File: src/rtl/instr_pkg.sv
// Shared instruction-format constants and helpers for the 8-bit instruction
// interface, used by both the encoder and the decoder.
package instr_pkg;

  localparam logic [2:0] OP_ADD = 3'b000;
  localparam logic [2:0] OP_SUB = 3'b001;
  localparam logic [2:0] OP_MUL = 3'b010;
  localparam logic [2:0] OP_DIV = 3'b011;
  localparam logic [2:0] OP_MOD = 3'b100;
  localparam logic [2:0] OP_CMP = 3'b101;
  localparam logic [2:0] OP_LDI = 3'b110;
  localparam logic [2:0] OP_NOP = 3'b111;

  localparam int OPC_HI     = 7;
  localparam int OPC_LO     = 5;
  localparam int REGSEL_BIT = 4;
  localparam int OPND_HI    = 3;
  localparam int OPND_LO    = 0;

  localparam logic [7:0] NOP_WORD = 8'hE0;

  // NOP carries no fields; any non-zero field makes it an undefined encoding.
  function automatic logic is_illegal(input logic [2:0] opcode, input logic reg_sel,
                                      input logic [3:0] operand);
    return (opcode == OP_NOP) && (reg_sel || (operand != 4'h0));
  endfunction

  function automatic logic [7:0] encode(input logic [2:0] opcode, input logic reg_sel,
                                        input logic [3:0] operand);
    logic [7:0] word;
    if (is_illegal(opcode, reg_sel, operand)) begin
      word = NOP_WORD;
    end else begin
      word[OPC_HI:OPC_LO]   = opcode;
      word[REGSEL_BIT]      = reg_sel;
      word[OPND_HI:OPND_LO] = operand;
    end
    return word;
  endfunction

endpackage

File: src/rtl/instr_encoder_if.sv
// Field-tuple input handshake and packed-instruction output handshake of the
// instruction encoder.
interface instr_encoder_if;

  logic       in_valid;
  logic       in_ready;
  logic [2:0] in_opcode;
  logic       in_reg_sel;
  logic [3:0] in_operand;
  logic       out_valid;
  logic       out_ready;
  logic [7:0] instr_out;

  modport slave (
    input  in_valid, in_opcode, in_reg_sel, in_operand, out_ready,
    output in_ready, out_valid, instr_out
  );

  modport master (
    output in_valid, in_opcode, in_reg_sel, in_operand, out_ready,
    input  in_ready, out_valid, instr_out
  );

endinterface

File: src/rtl/instr_fifo.sv
// Synchronous FIFO with registered head data, valid, ready and occupancy;
// flush clears occupancy and pointers on a clock edge.
module instr_fifo #(
  parameter int DEPTH = 4,
  parameter int CNT_W = $clog2(DEPTH) + 1,
  parameter int WIDTH = 8
) (
  input  logic             clock,
  input  logic             reset,
  input  logic             flush,
  input  logic             wr_en,
  input  logic [WIDTH-1:0] wr_data,
  output logic             wr_ready,
  input  logic             rd_en,
  output logic             rd_valid,
  output logic [WIDTH-1:0] rd_data,
  output logic [CNT_W-1:0] count
);

  localparam int PTR_W = $clog2(DEPTH);

  logic [WIDTH-1:0] mem_r [DEPTH];
  logic [PTR_W-1:0] wr_ptr_r;
  logic [PTR_W-1:0] rd_ptr_r;
  logic [CNT_W-1:0] count_r;
  logic             ready_r;
  logic             valid_r;
  logic [WIDTH-1:0] data_r;

  logic             push_s;
  logic             pop_s;
  logic [CNT_W-1:0] remain_s;
  logic [PTR_W-1:0] wr_ptr_nxt_s;
  logic [PTR_W-1:0] rd_ptr_nxt_s;
  logic [CNT_W-1:0] count_nxt_s;
  logic [WIDTH-1:0] data_nxt_s;

  // Next-state pointers/count and the next head word (write-through when the
  // queue would otherwise be empty, so first-word latency is one edge).
  always_comb begin
    push_s   = wr_en && ready_r;
    pop_s    = valid_r && rd_en;
    remain_s = count_r - CNT_W'(pop_s);
    if (flush) begin
      wr_ptr_nxt_s = {PTR_W{1'b0}};
      rd_ptr_nxt_s = {PTR_W{1'b0}};
      count_nxt_s  = {CNT_W{1'b0}};
    end else begin
      wr_ptr_nxt_s = wr_ptr_r + PTR_W'(push_s);
      rd_ptr_nxt_s = rd_ptr_r + PTR_W'(pop_s);
      count_nxt_s  = remain_s + CNT_W'(push_s);
    end
    if (flush || (count_nxt_s == {CNT_W{1'b0}})) begin
      data_nxt_s = data_r;
    end else if (remain_s == {CNT_W{1'b0}}) begin
      data_nxt_s = wr_data;
    end else begin
      data_nxt_s = mem_r[rd_ptr_nxt_s];
    end
  end

  // Storage array.
  always_ff @(posedge clock or posedge reset) begin
    if (reset) begin
      for (int i = 0; i < DEPTH; i++) begin
        mem_r[i] <= {WIDTH{1'b0}};
      end
    end else if (push_s && !flush) begin
      mem_r[wr_ptr_r] <= wr_data;
    end else begin
      mem_r <= mem_r;
    end
  end

  // Pointers, occupancy and registered handshake outputs.
  always_ff @(posedge clock or posedge reset) begin
    if (reset) begin
      wr_ptr_r <= {PTR_W{1'b0}};
      rd_ptr_r <= {PTR_W{1'b0}};
      count_r  <= {CNT_W{1'b0}};
      ready_r  <= 1'b1;
      valid_r  <= 1'b0;
      data_r   <= {WIDTH{1'b0}};
    end else begin
      wr_ptr_r <= wr_ptr_nxt_s;
      rd_ptr_r <= rd_ptr_nxt_s;
      count_r  <= count_nxt_s;
      ready_r  <= (count_nxt_s != CNT_W'(DEPTH));
      valid_r  <= (count_nxt_s != {CNT_W{1'b0}});
      data_r   <= data_nxt_s;
    end
  end

  assign wr_ready = ready_r;
  assign rd_valid = valid_r;
  assign rd_data  = data_r;
  assign count    = count_r;

endmodule

File: src/rtl/instr_encoder.sv
// Packs opcode/reg_sel/operand tuples into instruction bytes, canonicalizes
// undefined encodings to NOP with a sticky flag, and queues them for the decoder.
module instr_encoder
  import instr_pkg::*;
#(
  parameter int DEPTH = 4,
  parameter int CNT_W = $clog2(DEPTH) + 1
) (
  input  logic             clock,
  input  logic             reset,
  instr_encoder_if.slave   bus,
  input  logic             flush,
  input  logic             err_clr,
  output logic             illegal_err,
  output logic [CNT_W-1:0] count
);

  logic [7:0] word_s;
  logic       illegal_s;
  logic       accept_s;
  logic       illegal_err_r;

  // Pack the incoming tuple; a flushed push is dropped and never counts as accepted.
  always_comb begin
    word_s    = encode(bus.in_opcode, bus.in_reg_sel, bus.in_operand);
    illegal_s = is_illegal(bus.in_opcode, bus.in_reg_sel, bus.in_operand);
    accept_s  = bus.in_valid && bus.in_ready && !flush;
  end

  instr_fifo #(
    .DEPTH (DEPTH),
    .CNT_W (CNT_W),
    .WIDTH (8)
  ) u_fifo (
    .clock    (clock),
    .reset    (reset),
    .flush    (flush),
    .wr_en    (bus.in_valid),
    .wr_data  (word_s),
    .wr_ready (bus.in_ready),
    .rd_en    (bus.out_ready),
    .rd_valid (bus.out_valid),
    .rd_data  (bus.instr_out),
    .count    (count)
  );

  // Sticky illegal flag; a set on the same edge as a clear wins.
  always_ff @(posedge clock or posedge reset) begin
    if (reset) begin
      illegal_err_r <= 1'b0;
    end else if (accept_s && illegal_s) begin
      illegal_err_r <= 1'b1;
    end else if (err_clr) begin
      illegal_err_r <= 1'b0;
    end else begin
      illegal_err_r <= illegal_err_r;
    end
  end

  assign illegal_err = illegal_err_r;

endmodule

File: src/flat_wrapper.sv
// flat-port wrapper written by rule: the top's interface ports become plain ports
module instr_encoder_flat import instr_pkg::*;
#(
  parameter int DEPTH = 4,
  parameter int CNT_W = $clog2(DEPTH) + 1
)
  (clock, reset, flush, err_clr, illegal_err, count, bus_in_valid, bus_in_opcode, bus_in_reg_sel, bus_in_operand, bus_out_ready, bus_in_ready, bus_out_valid, bus_instr_out);
  instr_encoder_if bus_i ();
  input  logic clock;
  input  logic reset;
  input  logic flush;
  input  logic err_clr;
  output logic illegal_err;
  output logic [CNT_W-1:0] count;
  input wire logic [$bits(bus_i.in_valid)-1:0] bus_in_valid;
  input wire logic [$bits(bus_i.in_opcode)-1:0] bus_in_opcode;
  input wire logic [$bits(bus_i.in_reg_sel)-1:0] bus_in_reg_sel;
  input wire logic [$bits(bus_i.in_operand)-1:0] bus_in_operand;
  input wire logic [$bits(bus_i.out_ready)-1:0] bus_out_ready;
  output wire logic [$bits(bus_i.in_ready)-1:0] bus_in_ready;
  output wire logic [$bits(bus_i.out_valid)-1:0] bus_out_valid;
  output wire logic [$bits(bus_i.instr_out)-1:0] bus_instr_out;
  assign bus_i.in_valid = bus_in_valid;
  assign bus_i.in_opcode = bus_in_opcode;
  assign bus_i.in_reg_sel = bus_in_reg_sel;
  assign bus_i.in_operand = bus_in_operand;
  assign bus_i.out_ready = bus_out_ready;
  assign bus_in_ready = bus_i.in_ready;
  assign bus_out_valid = bus_i.out_valid;
  assign bus_instr_out = bus_i.instr_out;
  instr_encoder #(.DEPTH(DEPTH), .CNT_W(CNT_W)) u_core (.clock(clock), .reset(reset), .bus(bus_i), .flush(flush), .err_clr(err_clr), .illegal_err(illegal_err), .count(count));
endmodule
File: config.mk
export PLATFORM = sky130hd
export DESIGN_NAME = instr_encoder_flat
export DESIGN_NICKNAME = d
export VERILOG_FILES = /design/src/rtl/instr_pkg.sv /design/src/rtl/instr_encoder_if.sv /design/src/rtl/instr_fifo.sv /design/src/rtl/instr_encoder.sv /design/src/flat_wrapper.sv
export SDC_FILE = /design/constraint.sdc
export NUM_CORES = 1
export LEC_CHECK = 0
export CORE_MARGIN = 10
export CORE_UTILIZATION = 40
export DETAILED_ROUTE_END_ITERATION = 10
export GPL_TIMING_DRIVEN = 0
export HOLD_SLACK_MARGIN = 0.06
export PLACE_DENSITY = 0.66
export SLEW_MARGIN = 20
export SYNTH_ARGS = -nofsm -noshare
export SYNTH_HDL_FRONTEND = slang
export SYNTH_SLANG_ARGS = --single-unit
File: constraint.sdc
create_clock -name clock -period 5.9 [get_ports clock]
set_clock_uncertainty 0.2 [all_clocks]
set_input_delay 1.18 -clock clock [delete_from_list [all_inputs] [get_ports clock]]
set_output_delay 1.18 -clock clock [all_outputs]
set_load 0.005 [all_outputs]
**Yosys cells after proc, flatten, opt, wreduce, memory -nomap -nowiden**

Index checks and enable logic that the tools add are counted.

- Register bits after elaboration: 50
- Bits in latches: 0
- RAM bits: 0
- Memory bits (read-only): 0
- Input bits: 14
- Output and inout port bits: 14
- Word-level logic and storage cells: 49
- Memories kept: 0

- Add/sub/neg operators: 4
- $mul: 0
- Divide/modulo/power cells: 0
- $lt $le $gt $ge: 3
- Equal/unequal tests: 2
- Shift operators: 0
- Muxes and demuxes: 13
- Bitwise gates (word level): 2
- Reductions and logical operators: 14

Operators with widths:

| kind | count |
|---|---|
| $mux W8 | 5 |
| $bwmux W32 | 1 |
| $bmux W8 S2 | 1 |
| $demux W8 S2 | 1 |
| $ge A3 B3 Y1 const B | 2 |
| $logic_and A1 B1 Y1 | 6 |
| $logic_not A3 Y1 | 2 |
| $not A2 Y3 | 2 |
| $add A2 B1 Y2 | 2 |
| $mux W2 | 2 |
| $reduce_bool A4 Y1 | 1 |
| $add A3 B1 Y3 | 1 |
| $eq A3 B3 Y1 const B | 1 |
| $lt A3 B1 Y1 const B | 1 |
| $mux W3 | 1 |
| $ne A3 B3 Y1 const B | 1 |
| $reduce_bool A3 Y1 | 1 |
| $sub A3 B1 Y3 | 1 |
| $logic_or A1 B1 Y1 | 2 |
| $mux W1 | 2 |
| $reduce_bool A2 Y1 | 1 |
| $logic_not A1 Y1 | 1 |

**Longest topological paths before layout**

- Depth in word-level cells: 8
- Depth in mapped cells: 12

**Modules after synthesis**

From an unflattened synthesis, not the netlist that was laid out.

- Cells, all modules: 203
- Area total of the unflattened synthesis: 2462.4 um2

By module, submodules not included:

| module | instances | cells an instance | area an instance (um2) |
|---|---|---|---|
| instr_fifo | 1 | 187 | 2354.8 |
| instr_encoder | 1 | 16 | 107.6 |

**Least setup slack after synthesis**

OpenSTA, ideal clock, no wires.

- Kind: input port to flip-flop
- Start: input port bus_out_ready
- End: register u_core.u_fifo.data_r[0], in the netlist u_core.u_fifo.rd_data[0]
- Setup time: 0.127 ns
- Data arrival time: 2.671 ns
- Required time: 5.573 ns
- Slack: 2.902 ns
- Stages: 11
- Path through: nand3b_1 -> inv_1 -> ha_1 -> inv_1 -> ha_1 -> o21bai_1 -> nor2b_4 -> inv_4 -> buf_6 -> mux2i_1 -> o31ai_1

- Longest elaborated chain between the ends: 8

RTL lines:

| element | line | RTL |
|---|---|---|
| start, declared | flat_wrapper.sv:19 | `input wire logic [$bits(bus_i.out_ready)-1:0] bus_out_ready;` |
| $logic_and A1 B1 Y1 * | instr_fifo.sv:42 | `pop_s = valid_r && rd_en;` |
| parallel branches: the longest is 7 deep, another holds $sub A3 B1 Y3 | -- |  |
| end signal, assigned | instr_fifo.sv:83 | `data_r <= {WIDTH{1'b0}};` |
| end signal, assigned | instr_fifo.sv:90 | `data_r <= data_nxt_s;` |
| end, declared | instr_fifo.sv:28 | `logic [WIDTH-1:0] data_r;` |

Mark *: on every way between the ends. The select of a mux whose other input is x is not followed.
A chain may end at the register's enable or synchronous reset.

**Worst setup path in the final report**

- Start: input port bus_out_ready
- End: register u_core.u_fifo.data_r[2], in the netlist u_core.u_fifo.rd_data[2]

Same word-level chain as after synthesis.

==> results.txt <==
The run finished with clean final reports. In this run the worst path has a maximum fanout of 10. Worst setup path category: in2reg. The analysis attributes to cell leakage a power of 1.35 nW.

The library cell occupying the most area in the post-synthesis netlist was sky130_fd_sc_hd__dfrtp_1. The run gives 0 as the initial antenna violation count. The clock passes through at most 2 buffers. The clock network is responsible for 14.7% of the overall power.

The first global-routing pass estimated 9180 um of wire. The amount of wire on met2 after detailed routing came out at 2520 um. Last weighted congestion value of the routability-driven placer: 0.799. From left edge to right edge, the die measures 97.8 um.

The count of synthesis-stage warnings from yosys came out at 0. The later pin in the worst-skew pair is clocked with a latency of 0.30 ns. The sequential group share of total power was 41.1%. The iteration count of the initial detailed-routing pass is 4, and the detail-routed via count per cell is 5.02. The detailed router finished its first iteration with 50 violations.

Detailed routing placed a total of 178 um of wire on met3. For the pin with the worst max-slew slack, the measured transition is 0.508 ns. The net count of the finished layout is 290.

Of the total power, the share spent switching nets is 34.9%. Tracing the worst setup path back leads to its startpoint at bus_out_ready. The clock sink count is 50. Combinational cells account for 44.3% of the total power.

Summed over all layers, the routed wires come to 5310 um. Setup violations remaining at the end of the flow were counted as 0. Once detail routing completed, the nets flagged for antenna violations numbered 0. The via count of the first global-routing pass is 1,792.

TritonCTS built the clock tree. The power per cell area works out to 481 nW/um2. Yosys instantiated no cell more often than sky130_fd_sc_hd__dfrtp_1. Worst reg2reg path endpoint: u_core.u_fifo.rd_data[2]. Of the cells placed in the final design, the portion with a size suffix greater than 1 is 13.6%. The initial core utilization is 41.1%. The max-slew headroom at the worst pin was 66.2%.

The logs give 5890 um2 for the area inside the core boundary and 1.39 mW for the power after layout. The final clock period utilization by the worst path is 58.2%. Synthesis inferred 50 register bits.

Entering global routing, the biggest net connects 33 pins. Max-cap violations in this run came to 0. For this run, the leading register cell type out of synthesis is sky130_fd_sc_hd__dfrtp_1. By area the synthesized netlist is led by sky130_fd_sc_hd__dfrtp_1, sky130_fd_sc_hd__mux2_4, sky130_fd_sc_hd__nand2_1. The share of synthesized area occupied by flip-flops and latches is 51.8%, and the number of rows in the core area is 28. The switching power total is 0.484 mW. At the worst endpoint, the arrival time is 3.42 ns.

The H-tree depth is 2, and the clock transition at the register clock pins on the worst setup and hold paths after CTS is 0.08 ns. The floorplan step defined a die boundary enclosing 9560 um2. Across the VDD grid, the largest voltage drop is 0.242 mV. Sorting the synthesized cells by how often they occur yields sky130_fd_sc_hd__dfrtp_1, sky130_fd_sc_hd__nand2_1, sky130_fd_sc_hd__o21ai_0, sky130_fd_sc_hd__inv_1.

The final-report hold violation count came out at 0. The area growth from synthesis to layout is 19.2%. The synthesized design contains 0 enable-type register cells. The proportion of register bits with asynchronous set or reset after synthesis is 100%, and the number of inserted diodes is 0. The average routed wire per standard cell is 15.2 um, and the die height is 97.8 um. The detailed router placed 1,747 vias in this run.

In the synthesized netlist, the number of instances is 238. Dividing the synthesized area by the synthesized cell count gives 10.2 um2. The max-slew violation count came out at 0. Once the clock tree was built, the resizer swapped 0 gates to a different size. In the routed design, unresolved DRC markers number 0. The number of clock buffers inserted by TritonCTS is 5, and the number of port buffers is 26. The net count after synthesis came out at 256. The tools report the kind of launch point of the worst setup path as an input pin. The tools report the critical path data required time as 5.88 ns.

The root buffer cell was sky130_fd_sc_hd__clkbuf_8. The cell count of the worst reg-to-reg path was 11. Global routing used 11.6% of the available tracks across all layers. The run gives 3.39 ns as the register-to-register setup slack.

Termination of the worst setup path: u_core.u_fifo.rd_data[2]. The run gives 2420 um2 as the netlist area before placement. The origin of the critical flop-to-flop path was u_core.u_fifo.rd_valid. Setup repair after global routing left no endpoint under its margin.

The upper clock frequency limit came out at 291 MHz. The uppermost signal routing layer after detailed routing was met4. The portion of synthesized cell area occupied by the leading cell type was 50.7%.

28 I/O pins were placed. The run gives 0 ns as the setup total negative slack. In this run the worst hold path is classified as reg2reg. The logs give 0 for the number of hold-repair buffers added at the cts stage and 0 for the total congestion overflow after global routing. The final critical delay including setup and external delays is 3.44 ns.

The logs give 3950 um for the total half-perimeter wirelength after legalization and detailed placement and 2540 um for the post-route met1 wirelength. The run gives 0.904 mW as the cell internal power dissipation. The critical path capture point type was a flip-flop. The count of buffers added by post-CTS timing repair for setup is 0, and the unique cell type count in the Yosys netlist is 34.
-- per-layer routing --
| metal | global-route usage, % | vias to the layer above |
|---|---|---|
| met5 | 0 | - |
| met4 | 3.69 | 0 |
| met3 | 3.10 | 7 |
| met2 | 19.2 | 21 |
| met1 | 14.5 | 850 |
| li1 | - | 869 |
-- cell type report --
type / count / area (um2)
multi-input combinational: 161 / 1040
clock inverter: 1 / 5.00
timing repair buffer: 27 / 280
fill: 546 / 3000
clock buffer: 7 / 86.3
inverter: 16 / 62.6
sequential: 50 / 1250
tap: 75 / 93.8
buffer: 11 / 67.6
-- layout by cell type, fill, tap and decap left out, types with 2 or more instances in the layout --
cell                              count
sky130_fd_sc_hd__nor2_1              13
sky130_fd_sc_hd__buf_6                2
sky130_fd_sc_hd__nand2_1             40
sky130_fd_sc_hd__o21ai_1             13
sky130_fd_sc_hd__nand3b_1             2
sky130_fd_sc_hd__clkbuf_8             6
sky130_fd_sc_hd__nor2b_1              4
sky130_fd_sc_hd__buf_2                3
sky130_fd_sc_hd__clkbuf_1             5
sky130_fd_sc_hd__mux2i_1             10
sky130_fd_sc_hd__inv_1               14
sky130_fd_sc_hd__mux2_4              10
sky130_fd_sc_hd__buf_4                2
sky130_fd_sc_hd__clkdlybuf4s50_1     26
sky130_fd_sc_hd__o211a_1              4
sky130_fd_sc_hd__xnor2_1              2
sky130_fd_sc_hd__mux2_2               5
sky130_fd_sc_hd__ha_1                 4
sky130_fd_sc_hd__o21ai_0             30
sky130_fd_sc_hd__dfrtp_1             49
sky130_fd_sc_hd__o31ai_1              4
sky130_fd_sc_hd__nand3_1              8
-- registers in the layout, indices dropped and copies added (netlist names) --
| signal | cells |
|---|---|
| u_core.u_fifo.rd_valid | 1 |
| u_core.u_fifo.rd_ptr_r | 2 |
| u_core.u_fifo.wr_ptr_r | 2 |
| u_core.u_fifo.mem_r | 32 |
| u_core.illegal_err | 1 |
| u_core.u_fifo.wr_ready | 1 |
| u_core.u_fifo.rd_data | 8 |
| u_core.u_fifo.count | 3 |
-- power groups by stage --
stage / Combinational, mW / Clock (mW) / Sequential [mW]
finish: 0.615 / 0.204 / 0.570
global route: 0.697 / 0.222 / 0.588
CTS: 0.625 / 0.210 / 0.570
detailed placement: 0.622 / 0 / 0.578
global placement: 0.608 / 0 / 0.571
floorplan: 0.425 / 0 / 0.563
-- worst max-delay path, stage by stage --
cell and delay (ns):
sky130_fd_sc_hd__clkdlybuf4s50_1 0.46, sky130_fd_sc_hd__nand3b_1 0.16, sky130_fd_sc_hd__inv_1 0.06, sky130_fd_sc_hd__ha_1 0.29, sky130_fd_sc_hd__inv_1 0.04, sky130_fd_sc_hd__ha_1 0.28, sky130_fd_sc_hd__o21bai_1 0.18, sky130_fd_sc_hd__nor2b_4 0.29
sky130_fd_sc_hd__inv_4 0.08, sky130_fd_sc_hd__buf_6 0.15, sky130_fd_sc_hd__mux2i_1 0.15, sky130_fd_sc_hd__o31ai_1 0.09
-- logic make-up after synthesis --
logic type                 share of synthesized area (%)
muxes                                               12.7
adders and majority gates                           2.07
xor gates and xnor gates                            1.09
buffers and inverters                               5.38
AOI/OAI and AO/OA                                   13.2
DFF                                                 51.8
and+or+nand+nor                                     13.9
-- worst min-delay path by stage --
stage	start	end	slack, ns	cells past startpoint
after CTS	u_core.u_fifo.mem_r[12]	u_core.u_fifo.mem_r[12]	0.29	2
after global placement	u_core.u_fifo.mem_r[3]	u_core.u_fifo.mem_r[3]	0.26	2
after detailed placement	u_core.u_fifo.mem_r[4]	u_core.u_fifo.mem_r[4]	0.27	2
after global routing	u_core.u_fifo.mem_r[19]	u_core.u_fifo.mem_r[19]	0.32	2
final	u_core.u_fifo.mem_r[12]	u_core.u_fifo.mem_r[12]	0.29	2
after floorplan	u_core.u_fifo.mem_r[3]	u_core.u_fifo.mem_r[3]	0.24	2
-- through the flow --
stage	utilization (%)	cells	area [um2]	setup slack [ns]	hold slack [ns]
finish	49.0	348	2890	2.46	0.286
global route	49.0	348	2890	2.27	0.315
CTS	49.0	348	2890	2.46	0.290
detailed placement	47.5	340	2790	2.15	0.270
global placement	47.1	339	2770	2.20	0.260
floorplan	-	238	2420	2.90	0.244
No activity file was read; power rests on OpenSTA's default activity.
==> RTL change 1 (same flow settings) <==
Put a register stage on the output `count`, with the module's reset. The value now appears one clock later. The other outputs are not delayed to match.
--- a/src/rtl/instr_encoder.sv
+++ b/src/rtl/instr_encoder.sv
@@ -16,2 +16,4 @@
 );
+
+  logic [CNT_W-1:0] count_d;
 
@@ -43,3 +45,3 @@
     .rd_data  (bus.instr_out),
-    .count    (count)
+    .count    (count_d)
   );
@@ -61,2 +63,10 @@
 
+  always_ff @(posedge clock or posedge reset) begin
+    if (reset) begin
+      count <= '0;
+    end else begin
+      count <= count_d;
+    end
+  end
+
 endmodule
Function: changed (a bounded check fails within 4 cycles, from zero or initial values and one cycle with reset high).
==> RTL change 1 against the unedited design <==
- critical path depth decreased by 1
- worst hold slack got worse by 0.099 ns
- non-clock buffer count decreased by 3
- sequential power increased by 6.3%
- core utilization increased by 0.90 points
- power increased by 7.6%
- worst setup slack got worse by 0.025 ns
- wire length increased by 1.6%
- combinational power increased by 3%
- cell area increased by 4.9%
- die area increased by 4.0%
- sequential share of layout area increased by 0.47 points
- synthesized area increased by 5.1%
- sequential cell count increased by 3
==> RTL change 1: results (changes against the unedited design) <==
status = finished, final reports clean (unchanged)
vias in the first global route = 1,764 (was 1,792)
initial antenna violation count = 0 (unchanged)
Max clock buf depth = 2 (unchanged)
H-tree levels = 2 (unchanged)
pin count of the biggest net entering global routing = 54 (was 33)
port bufs = 27 (was 26)
post-CTS setup buffer count = 0 (unchanged)
drt wl/cell = 16.1 um (was 15.2 um)
Syn Inst Count = 224 (was 238)
synth cell count leaders = 52 x dfrtp_1, 28 x nand2_1, 22 x mux2_2 (was 49 x dfrtp_1, 40 x nand2_1, 30 x o21ai_0)
layout cells sized above 1 = 17.8% (was 13.6%)
first-pass GRT wire length = 9080 um (was 9180 um)
Place WS = 2.10 ns (was 2.15 ns)
Netlist cell types = 38 (was 34)
Leak = 1.38 nW (was 1.35 nW)
Seq/Total Area, Yosys = 52.2% (was 51.8%)
Layout Cells excl Fill = 334 (was 348)
hold path cells = 0 (was 2)
# nets final = 276 (was 290)
Via density = 5.10 (was 5.02)
internal power = 0.986 mW (was 0.904 mW)
initial DRC count = 176 (was 50)
Setup Total Neg Slack = 0 ns (unchanged)
Post-DP HPWL = 3810 um (was 3950 um)
GP Congestion = 0.742 (was 0.799)
dominant synthesized flop cell = dfrtp_1 (unchanged)
synth top area cells = dfrtp_1 51%, mux2_2 9.7%, mux2i_1 6.7%, nand2_1 4.1%, o21ai_0 3.1% (was dfrtp_1 51%, mux2_4 6.2%, nand2_1 6.2%, o21ai_0 6.2%, mux2i_1 4.1%)
Syn Nets = 242 (was 256)
Top reg by flops = u_core.u_fifo.mem_r (unchanged)
Global Route Usage Sum = 11.4% (was 11.6%)
R2R cell count = 10 (was 11)
FMAX = 289 MHz (was 291 MHz)
worst vdd ir = 198 uV (was 242 uV)
worst relative slew slack = 46.5% (was 66.2%)
Crit path arrival time = 3.47 ns (was 3.42 ns)
CP delay by family, top = buffers and inverters (unchanged)
clock slew at reported path FFs = 0.10 ns (was 0.08 ns)
Placed Area = 2910 um^2 (was 2790 um^2)
-- RTL change 1: logic make-up after synthesis --
group	share of synthesized area (%)
AND/OR/NAND/NOR	12.2
flip-flops	52.2
AO/OA/AOI/OAI	10.3
multiplexers	17.9
buffers and inverters	4.08
adder cells (fa/ha/maj)	1.97
XOR/XNOR	1.33
-- RTL change 1: power by group through the flow --
stage               logic [mW]  registers [mW]  clock network, mW
finish                   0.631           0.606              0.257
global route             0.711           0.628              0.278
CTS                      0.642           0.607              0.264
detailed placement       0.638           0.614                  0
global placement         0.625           0.610                  0
floorplan                0.432           0.597                  0
-- RTL change 1: worst paths after layout --
| kind | startpoint | end | slack [ns] |
|---|---|---|---|
| max | bus_out_ready | u_core.u_fifo.rd_data[7]$_DFFE_PP0N_ | 2.44 |
| max in group asynchronous | reset | u_core.u_fifo.mem_r[13]$_DFFE_PP0P_ | 3.95 |
| min in group asynchronous | reset | u_core.illegal_err$_DFFE_PP0P_ | 1.12 |
| min reg2reg | u_core.u_fifo.count[1]$_DFF_PP0_ | u_core.count[1]$_DFF_PP0_ | 0.19 |
| min | u_core.u_fifo.count[1]$_DFF_PP0_ | u_core.count[1]$_DFF_PP0_ | 0.19 |
| max reg2reg | u_core.u_fifo.rd_valid$_DFF_PP0_ | u_core.u_fifo.rd_data[7]$_DFFE_PP0N_ | 3.34 |
-- RTL change 1: final cells by class --
type	count	area [um^2]
Buffer	8	70.1
Clock buffer	7	86.3
Inverter	9	36.3
Multi-Input combinational cell	154	1110
Tap cell	75	93.8
Fill cell	551	3040
Timing Repair Buffer	27	270
Clock inverter	1	30.0
Sequential cell	53	1330
-- RTL change 1: per-layer routing --
metal	wire length (um)	share of wire (%)	global-route usage [%]
met5	0	0	0
met3	248	4.6	2.84
met2	2660	49	18.5
met4	97	1.8	4.63
met1	2380	44	14.1
==> RTL change 2 (config.mk and constraints unchanged) <==
Made on the original files. Reset style: synchronous (`reset`), changed in 3 clocked blocks.
--- a/src/rtl/instr_fifo.sv
+++ b/src/rtl/instr_fifo.sv
@@ -62,3 +62,3 @@
   // Storage array.
-  always_ff @(posedge clock or posedge reset) begin
+  always_ff @(posedge clock) begin
     if (reset) begin
@@ -75,3 +75,3 @@
   // Pointers, occupancy and registered handshake outputs.
-  always_ff @(posedge clock or posedge reset) begin
+  always_ff @(posedge clock) begin
     if (reset) begin
--- a/src/rtl/instr_encoder.sv
+++ b/src/rtl/instr_encoder.sv
@@ -47,3 +47,3 @@
   // Sticky illegal flag; a set on the same edge as a clear wins.
-  always_ff @(posedge clock or posedge reset) begin
+  always_ff @(posedge clock) begin
     if (reset) begin
Check against the original RTL: differs if reset is asserted again (counterexample within 4 cycles, from zero or initial values and one cycle with reset high); with reset held inactive, the same outputs for 10 cycles.
==> RTL change 2 against the unedited design <==
- synthesized cell count shrank 2.9%
- sequential share of layout area shrank 7.4 points
- count of clock-buffer cells in the layout is the same
- non-clock buffer count grew 1
- critical path type unchanged
- cell area shrank 3.6%
- worst setup slack lost 0.55 ns
- synthesized area shrank 3.4%
- wire length grew 3.2%
- sequential cell count is the same
Power is not compared: it rests on default switching activity, and its combinational part moved more than twofold at a synthesized area within 25%.
==> RTL change 2: results (changes against the unedited design) <==
status = finished, final reports clean (unchanged)
synth top area cells = dfxtp_1 43%, mux2i_1 21%, nor2_1 7.5%, a311oi_2 4.5%, o22a_1 2.6% (was dfrtp_1 51%, mux2_4 6.2%, nand2_1 6.2%, o21ai_0 6.2%, mux2i_1 4.1%)
Crit path arrival time = 4.01 ns (was 3.42 ns)
GP Congestion = 0.748 (was 0.799)
Syn Nets = 249 (was 256)
# nets final = 282 (was 290)
Netlist cell types = 39 (was 34)
first-pass GRT wire length = 8910 um (was 9180 um)
Global Route Usage Sum = 12.6% (was 11.6%)
worst relative slew slack = 38.1% (was 66.2%)
initial DRC count = 66 (was 50)
drt wl/cell = 16.3 um (was 15.2 um)
r2r setup slk = 2.91 ns (was 3.39 ns)
pin count of the biggest net entering global routing = 15 (was 33)
via count = 1,721 (was 1,747)
R2R cell count = 9 (was 11)
layout cells sized above 1 = 11.7% (was 13.6%)
hold_ws = 0.284 ns (was 0.286 ns)
fillers = 523 (was 546)
dominant synthesized flop cell = dfxtp_1 (was dfrtp_1)
Async SR Flop Fraction = 0% (was 100%)
Seq/Total Area, Yosys = 42.8% (was 51.8%)
synth cell count leaders = 50 x dfxtp_1, 48 x mux2i_1, 47 x nor2_1 (was 49 x dfrtp_1, 40 x nand2_1, 30 x o21ai_0)
Placed Area = 2690 um^2 (was 2790 um^2)
Post-DP HPWL = 3750 um (was 3950 um)
-- RTL change 2: cell types whose count changed after synthesis, moves of 13 or more --
cell	unedited run	this run
nor2_1	13	47
mux2i_1	10	48
o21ai_1	13	0
o21ai_0	30	2
dfxtp_1	0	50
dfrtp_1	49	0
nand2_1	40	9
inv_1	15	2
-- RTL change 2: cells by family after synthesis --
kind of cell | Yosys count | share of synthesized area [%]
compound gates | 22 | 9.47
xor+xnor | 3 | 1.12
fa+ha+maj | 4 | 2.14
mux | 51 | 22.2
flops | 50 | 42.8
simple gates | 86 | 18.2
buf+inv | 15 | 4.12
-- RTL change 2: path summary, 6_finish.rpt --
kind,startpoint,end
setup reg to reg,u_core.u_fifo.rd_valid$_SDFF_PP0_,u_core.u_fifo.rd_data[7]$_SDFFE_PP0N_
hold / removal,u_core.illegal_err$_SDFFE_PP0P_,u_core.illegal_err$_SDFFE_PP0P_
hold reg to reg,u_core.illegal_err$_SDFFE_PP0P_,u_core.illegal_err$_SDFFE_PP0P_
setup / recovery,bus_out_ready,u_core.u_fifo.rd_data[7]$_SDFFE_PP0N_
-- RTL change 2: area by class of cell --
type | count | area (um^2) | area share (%)
clock inverter | 1 | 5.00 | 0.180
timing repair buffer | 26 | 260 | 9.36
sequential | 50 | 1000 | 36.0
inverter | 2 | 7.51 | 0.270
clock buffer | 7 | 86.3 | 3.11
multi-input combinational | 166 | 1240 | 44.6
buffer | 13 | 88.8 | 3.20
tap | 72 | 90.1 | 3.24
-- RTL change 2: power by group through the flow --
stage	Clock, mW	Combinational (mW)	Sequential (mW)
finish	0.208	0.133	0.360
global route	0.229	0.146	0.362
CTS	0.213	0.135	0.360
detailed placement	0	0.134	0.368
global placement	0	0.132	0.368
floorplan	0	0.0799	0.367
-- RTL change 2: through the flow --
step           setup WS [ns]  util (%)  cells
6_report                1.91      49.9    337
5_1_grt                 1.71      49.9    337
4_1_cts                 1.90      49.9    337
3_5_place_dp            1.58      48.2    329
3_3_place_gp            1.62      48.2    329
2_1_floorplan           2.56         -    231
-- RTL change 2: routing by layer --
layer	share of wire [%]	GRT usage, %	wire (um)
met1	49	16.3	2670
met2	44	19.6	2420
met3	5.1	3.32	278
met4	1.9	4.84	102
met5	0	0	0
-- RTL change 2: worst max-delay path, cell delays in order --
cell             delay (ns)
clkdlybuf4s50_1        0.45
and3b_1                0.23
or2_2                  0.30
ha_1                   0.20
ha_1                   0.18
xor2_1                 0.17
a21oi_1                0.73
buf_6                  0.27
nor2_1                 0.07
a311oi_2               0.22
